**src/rtl/cache_arb_pkg.sv**
```systemverilog
// Shared types, defaults and helpers for the cache request round-robin arbiter.
// The optional per-port packet counters are enabled with CACHE_ARB_STATS_EN.
package cache_arb_pkg;

  typedef enum logic [0:0] {
    ARB_IDLE   = 1'b0,
    ARB_LOCKED = 1'b1
  } arb_state_t;

  localparam int ARB_NUM_REQ_DEF    = 4;
  localparam int ARB_DATA_WIDTH_DEF = 5;
  localparam int ARB_CNT_WIDTH_DEF  = 16;

  // Wide enough for any pointer up to the maximum of 8 requesters.
  localparam int ARB_PTR_W = 3;

  // Wrap increment by compare, so non-power-of-two port counts need no modulo.
  function automatic logic [ARB_PTR_W-1:0] rr_next(input logic [ARB_PTR_W-1:0] ptr,
                                                   input int n);
    if (ptr == ARB_PTR_W'(n - 1)) begin
      return '0;
    end
    return ptr + 1'b1;
  endfunction

endpackage

```
**src/rtl/cache_rr_pick.sv**
```systemverilog
// Combinational rotate-priority picker: first set request at or after ptr,
// scanning upward with wrap; returns onehot grant, encoded id and an any flag.
module cache_rr_pick #(
  parameter int N    = 4,
  parameter int ID_W = 2
) (
  input  logic [N-1:0]    req,
  input  logic [ID_W-1:0] ptr,
  output logic [N-1:0]    grant,
  output logic [ID_W-1:0] id,
  output logic            any
);

  always_comb begin
    // NOTE: every output gets a default before the loop; a path that leaves
    // one unassigned would infer a latch.
    grant = '0;
    id    = '0;
    any   = 1'b0;
    for (int i = 0; i < N; i++) begin
      logic [ID_W:0]   sum;
      logic [ID_W-1:0] idx;
      sum = {1'b0, ptr} + (ID_W+1)'(i);
      if (sum >= (ID_W+1)'(N)) begin
        sum = sum - (ID_W+1)'(N);
      end
      idx = sum[ID_W-1:0];
      if (!any && req[idx]) begin
        any        = 1'b1;
        grant[idx] = 1'b1;
        id         = idx;
      end
    end
  end

endmodule

```
**src/rtl/cache_req_rr_arbiter.sv**
```systemverilog
// Packet-atomic round-robin arbiter sharing one cache request channel between
// NUM_REQ requesters, with a single registered output stage.
// Define CACHE_ARB_STATS_EN to add saturating per-port packet counters (o_grant_cnt).
module cache_req_rr_arbiter
  import cache_arb_pkg::*;
#(
  parameter int NUM_REQ    = ARB_NUM_REQ_DEF,
  parameter int DATA_WIDTH = ARB_DATA_WIDTH_DEF,
  parameter int CNT_WIDTH  = ARB_CNT_WIDTH_DEF
) (
  input  logic                          clk,
  input  logic                          rstn,
  input  logic [NUM_REQ-1:0]            i_req_valid,
  input  logic [NUM_REQ-1:0]            i_req_last,
  input  logic [NUM_REQ*DATA_WIDTH-1:0] i_req_data,
  output logic [NUM_REQ-1:0]            o_req_ready,
  output logic                          o_valid,
  output logic [DATA_WIDTH-1:0]         o_data,
  output logic [$clog2(NUM_REQ)-1:0]    o_src_id,
  output logic                          o_last,
  input  logic                          i_ready
`ifdef CACHE_ARB_STATS_EN
  ,
  output logic [NUM_REQ*CNT_WIDTH-1:0]  o_grant_cnt
`endif
);

  localparam int ID_W = $clog2(NUM_REQ);

  localparam logic [0:0] ST_IDLE   = 1'(ARB_IDLE);
  localparam logic [0:0] ST_LOCKED = 1'(ARB_LOCKED);

  logic [0:0]            state_q, state_d;
  logic [ID_W-1:0]       rr_ptr_q, rr_ptr_d;
  logic [ID_W-1:0]       lock_id_q, lock_id_d;
  logic                  o_valid_q, o_valid_d;
  logic [DATA_WIDTH-1:0] o_data_q, o_data_d;
  logic [ID_W-1:0]       o_src_id_q, o_src_id_d;
  logic                  o_last_q, o_last_d;

  logic [NUM_REQ-1:0]    pick_grant;
  logic [ID_W-1:0]       pick_id;
  logic                  pick_any;

  logic [NUM_REQ-1:0]    grant_oh;
  logic [ID_W-1:0]       sel_id;
  logic                  sel_valid;
  logic                  sel_last;
  logic [DATA_WIDTH-1:0] sel_data;
  logic                  load_ok;
  logic                  accept;

  cache_rr_pick #(
    .N    (NUM_REQ),
    .ID_W (ID_W)
  ) u_pick (
    .req   (i_req_valid),
    .ptr   (rr_ptr_q),
    .grant (pick_grant),
    .id    (pick_id),
    .any   (pick_any)
  );

  // While reset is held no beat may be accepted, so readiness is gated by rstn.
  always_comb begin
    load_ok = rstn & (~o_valid_q | i_ready);

    grant_oh = '0;
    sel_id   = pick_id;
    if (state_q == ST_LOCKED) begin
      grant_oh[lock_id_q] = 1'b1;
      sel_id              = lock_id_q;
    end else begin
      grant_oh = pick_grant;
    end

    sel_valid = 1'b0;
    sel_last  = 1'b0;
    sel_data  = '0;
    for (int k = 0; k < NUM_REQ; k++) begin
      if (ID_W'(k) == sel_id) begin
        sel_valid = i_req_valid[k];
        sel_last  = i_req_last[k];
        sel_data  = i_req_data[k*DATA_WIDTH +: DATA_WIDTH];
      end
    end

    accept      = load_ok & sel_valid & (|grant_oh);
    o_req_ready = grant_oh & {NUM_REQ{load_ok}};
  end

  always_comb begin
    o_valid_d  = o_valid_q;
    o_data_d   = o_data_q;
    o_src_id_d = o_src_id_q;
    o_last_d   = o_last_q;
    if (accept) begin
      o_valid_d  = 1'b1;
      o_data_d   = sel_data;
      o_src_id_d = sel_id;
      o_last_d   = sel_last;
    end else if (i_ready) begin
      o_valid_d = 1'b0;
    end

    state_d   = state_q;
    rr_ptr_d  = rr_ptr_q;
    lock_id_d = lock_id_q;
    if (accept) begin
      if (sel_last) begin
        state_d  = ST_IDLE;
        rr_ptr_d = ID_W'(rr_next(ARB_PTR_W'(sel_id), NUM_REQ));
      end else if (state_q == ST_IDLE) begin
        state_d   = ST_LOCKED;
        lock_id_d = sel_id;
      end
    end
  end

  // NOTE: state flops use non-blocking assignments so every flop samples the
  // pre-edge values regardless of statement order.
  always_ff @(posedge clk or negedge rstn) begin
    if (!rstn) begin
      state_q    <= ST_IDLE;
      rr_ptr_q   <= '0;
      lock_id_q  <= '0;
      o_valid_q  <= 1'b0;
      o_data_q   <= '0;
      o_src_id_q <= '0;
      o_last_q   <= 1'b0;
    end else begin
      state_q    <= state_d;
      rr_ptr_q   <= rr_ptr_d;
      lock_id_q  <= lock_id_d;
      o_valid_q  <= o_valid_d;
      o_data_q   <= o_data_d;
      o_src_id_q <= o_src_id_d;
      o_last_q   <= o_last_d;
    end
  end

  assign o_valid  = o_valid_q;
  assign o_data   = o_data_q;
  assign o_src_id = o_src_id_q;
  assign o_last   = o_last_q;

`ifdef CACHE_ARB_STATS_EN
  logic [CNT_WIDTH-1:0] cnt_q [NUM_REQ];
  logic [CNT_WIDTH-1:0] cnt_d [NUM_REQ];

  always_comb begin
    cnt_d = cnt_q;
    if (accept && sel_last) begin
      for (int k = 0; k < NUM_REQ; k++) begin
        if (ID_W'(k) == sel_id && cnt_q[k] != '1) begin
          cnt_d[k] = cnt_q[k] + 1'b1;
        end
      end
    end
  end

  // NOTE: the counter array is reset element by element; it is a set of
  // flops with a defined power-on value, not a RAM.
  always_ff @(posedge clk or negedge rstn) begin
    if (!rstn) begin
      for (int k = 0; k < NUM_REQ; k++) begin
        cnt_q[k] <= '0;
      end
    end else begin
      cnt_q <= cnt_d;
    end
  end

  for (genvar g = 0; g < NUM_REQ; g++) begin : g_cnt_out
    assign o_grant_cnt[g*CNT_WIDTH +: CNT_WIDTH] = cnt_q[g];
  end
`endif

endmodule

```
**config.mk**
```make
export PLATFORM = sky130hd
export DESIGN_NAME = cache_req_rr_arbiter
export DESIGN_NICKNAME = d
export VERILOG_FILES = /design/src/rtl/cache_arb_pkg.sv /design/src/rtl/cache_rr_pick.sv /design/src/rtl/cache_req_rr_arbiter.sv
export SDC_FILE = /design/constraint.sdc
export NUM_CORES = 1
export LEC_CHECK = 0
export ABC_AREA = 1
export ABC_CLOCK_PERIOD_IN_PS = 2740
export CORE_MARGIN = 2
export CORE_UTILIZATION = 44
export CTS_BUF_LIST = sky130_fd_sc_hd__clkbuf_8
export CTS_CLUSTER_DIAMETER = 50
export DETAILED_ROUTE_END_ITERATION = 6
export PLACE_DENSITY_LB_ADDON = 0.2
export SYNTH_ARGS = -nofsm -noshare
export SYNTH_HDL_FRONTEND = slang
export SYNTH_HIERARCHICAL = 1
export SYNTH_SLANG_ARGS = --single-unit
```
**constraint.sdc**
```tcl
create_clock -name clk -period 2.74 [get_ports clk]
set_input_delay 0.274 -clock clk [delete_from_list [all_inputs] [get_ports clk]]
set_output_delay 0.274 -clock clk [all_outputs]
set_load 0.01 [all_outputs]
```
==> impl_metrics.csv <==
group,metric,value,unit
critical_path,slowest_delay,0.43,ns
placed_design,place_area,0.00220,sq mm
clock_network,cts_tree,"built",
route,vias,1677,
synthesis,syn-instance-count,229,
route,drc,0,
critical_path,critPathTopFamily,"simple AND/OR/NAND/NOR gates",
critical_path,critical_path_required,2.87,ns
sta,timing.fmax,391,MHz
sta,final-setup-viol-count,0,
synthesis,avgSynthCellArea,6.54,sq um
synthesis,netlist_area,0.00150,sq mm
synthesis,synth_nets,269,
layout,instances_no_fill,347,
global_route,grtUsageTotal,0.207,
route,post_drt_wl_per_cell,11.1,um
critical_path,reg2reg_setup_slack,0.18,ns
sta,slew_viol_final,0,
clock_network,hold_buffers,0,
sta,rsz0062_at_grt,"yes",
pwr,leakage,1.16,nW
critical_path,endpoint_kind,"register",
critical_path,worst-path-buf-inv,4,
clock_network,ctsHtreeMaxLevel,1,
clock_network,root_buffer,"clkbuf_8",
global_route,grt_pass1_wl,6700,um
global_route,grt_max_degree,15,
clock_network,clk_latency,0.24,ns
run_status,status,"completed",
critical_path,cpMostUsedCell,"nand2_1",
sta,hold_viol,0,
clock_network,clk_pin_slew,0.06,ns
layout,drive_gt1_frac,0.299,
floorplanning,dieHeight,62.3,um
sta,worst_pin_slew,0.242,ns
floorplanning,die_w,62.3,um
global_route,antenna_found_initial,0,
placed_design,finalWeightedCongestion,0.860,
sta,fin_worst_skew,0.00528,ns
critical_path,cp-start-kind,"register",
critical_path,crit_slowest_cell,"dfrtp_2",
global_route,grt_pass1_vias,1613,
critical_path,rr_startpoint,"rr_ptr_q[0]",
pwr,cellPowerDensity,1460,mW/mm^2
pwr,ir_drop,0.000731,V
critical_path,path_cells,"inv_4 > ha_4 > inv_2 > nand3_1 > nand2_1 > nor2_2 > a21oi_1 > nand3_1 > nand2_1 > nand2_4 > inv_2 > ha_2 > nand2_1 > nand2_1 > nand3_1 > nand2_1 > nand2_1 > nor2_2 > buf_4 > nand2_2 > nand2_1 > nand2_1",
floorplanning,fp.coreArea,0.00331,sq mm
route,ant_nets,0,
sta,period_needed,2.56,ns
sta,relSlewSlack,0.837,
placed_design,port_buffers,43,
floorplanning,rows,21,
clock_network,cts_buffer_depth,2,
global_route,overflow,0,
critical_path,cp.arrival,2.69,ns
layout,finalInstanceArea,0.00229,sq mm
layout,antenna-diode-count,0,
floorplanning,die_area,0.00389,sq mm
route,dr.pass1.iters,4,
route,drt-initial-drc-count,72,
clock_network,cts_setup_buffers,0,
route,via_per_inst,4.83,
sta,period_share,0.935,
route,wl,3840,um
layout,syn_to_final_growth,53.2,%
synthesis,ys_warn_count,6,
critical_path,crit_type,"register to register",
sta,fin_ws,0.179,ns
critical_path,r2r-end,"lock_id_q[1]",
critical_path,reg2regPathDepth,22,
floorplanning,ioPinCount,44,
critical_path,path_max_fanout,5,
job,maxCapViolations,0,
placed_design,dp.cells,343,
placed_design,dp_slack,-0.100,ns
floorplanning,start_util,0.452,
placed_design,hpwl,3060,um
clock_network,numCtsBuffers,3,
min_path,worst_hold_path_type,"primary input to asynchronous set/reset pin",
layout,fin_nets,342,
clock_network,cts.sinks,14,
power by group:
group,switching [W],internal (W),total (W),leakage (nW)
Combinational,0.00153,0.00128,0.00281,0.956
Sequential,0.0000731,0.000304,0.000377,0.177
Clock,0.0000674,0.0000988,0.000166,0.0269
Total,0.00167,0.00168,0.00335,1.16
per-layer routing:
layer / vias up / routed length, um / track usage
met1: 733 / 1680 / 0.269
met4: 0 / 26 / 0.0167
met5: - / 0 / 0
met3: 4 / 190 / 0.0236
met2: 57 / 1940 / 0.386
li1: 883 / - / -
area by class of cell:
| class | count | area [sq um] |
|---|---|---|
| Tap cell | 46 | 57.6 |
| Timing Repair Buffer | 75 | 693 |
| Inverter | 23 | 91.3 |
| Clock inverter | 1 | 3.75 |
| Fill cell | 315 | 1020 |
| Clock buffer | 3 | 41.3 |
| Sequential cell | 14 | 353 |
| Multi-Input combinational cell | 185 | 1050 |
per-stage QoR:
stage	util	total power (W)	TNS [ns]	hold slack, ns
after floorplan	-	0.00210	0	-0.0216
after global placement	0.664	0.00303	-0.488	0.469
after detailed placement	0.664	0.00304	-0.681	0.472
after CTS	0.676	0.00322	0	0.418
after global routing	0.693	0.00371	-0.0699	0.443
final	0.693	0.00335	0	0.411
state kept, by name (all words and copies together), names as in the netlist:
signal / count
rr_ptr_q: 2
o_data: 5
o_last: 1
state_q: 1
o_valid: 1
o_src_id: 2
lock_id_q: 2
placed cells by master, fill, tap and decap left out, types with 3 or more instances in the layout:
cell type         n
a21oi_1          14
o21ai_0           6
nand3_1          22
a21boi_0          4
ha_1              4
nor2_2            6
nor2_1           13
o21ai_1           4
clkbuf_8          3
nand4_1           6
inv_1            16
ha_2              3
clkdlybuf4s50_1  39
buf_4            29
nand2_1          65
inv_2             6
dfrtp_1          12
o21ai_2           5
nand2_2          21
what timing repair did:
item	4_1_cts	5_1_grt
setup endpoints to repair	2	16
gates resized for setup	2	21
pin swaps	0	3
gates cloned	0	0
how the worst max path moves through the flow:
stage                        start             end  slack (ns)  cells after the start
floorplan              rr_ptr_q[0]    lock_id_q[1]       0.004                     22
global placement    i_req_valid[0]    lock_id_q[1]       -0.06                     19
detailed placement  i_req_valid[0]    lock_id_q[1]       -0.10                     20
CTS                    rr_ptr_q[0]  o_req_ready[2]        0.02                     14
global route           rr_ptr_q[0]    lock_id_q[1]       -0.04                     20
finish                 rr_ptr_q[0]    lock_id_q[1]        0.18                     22
Note: power is estimated with default switching activity, not from simulation.
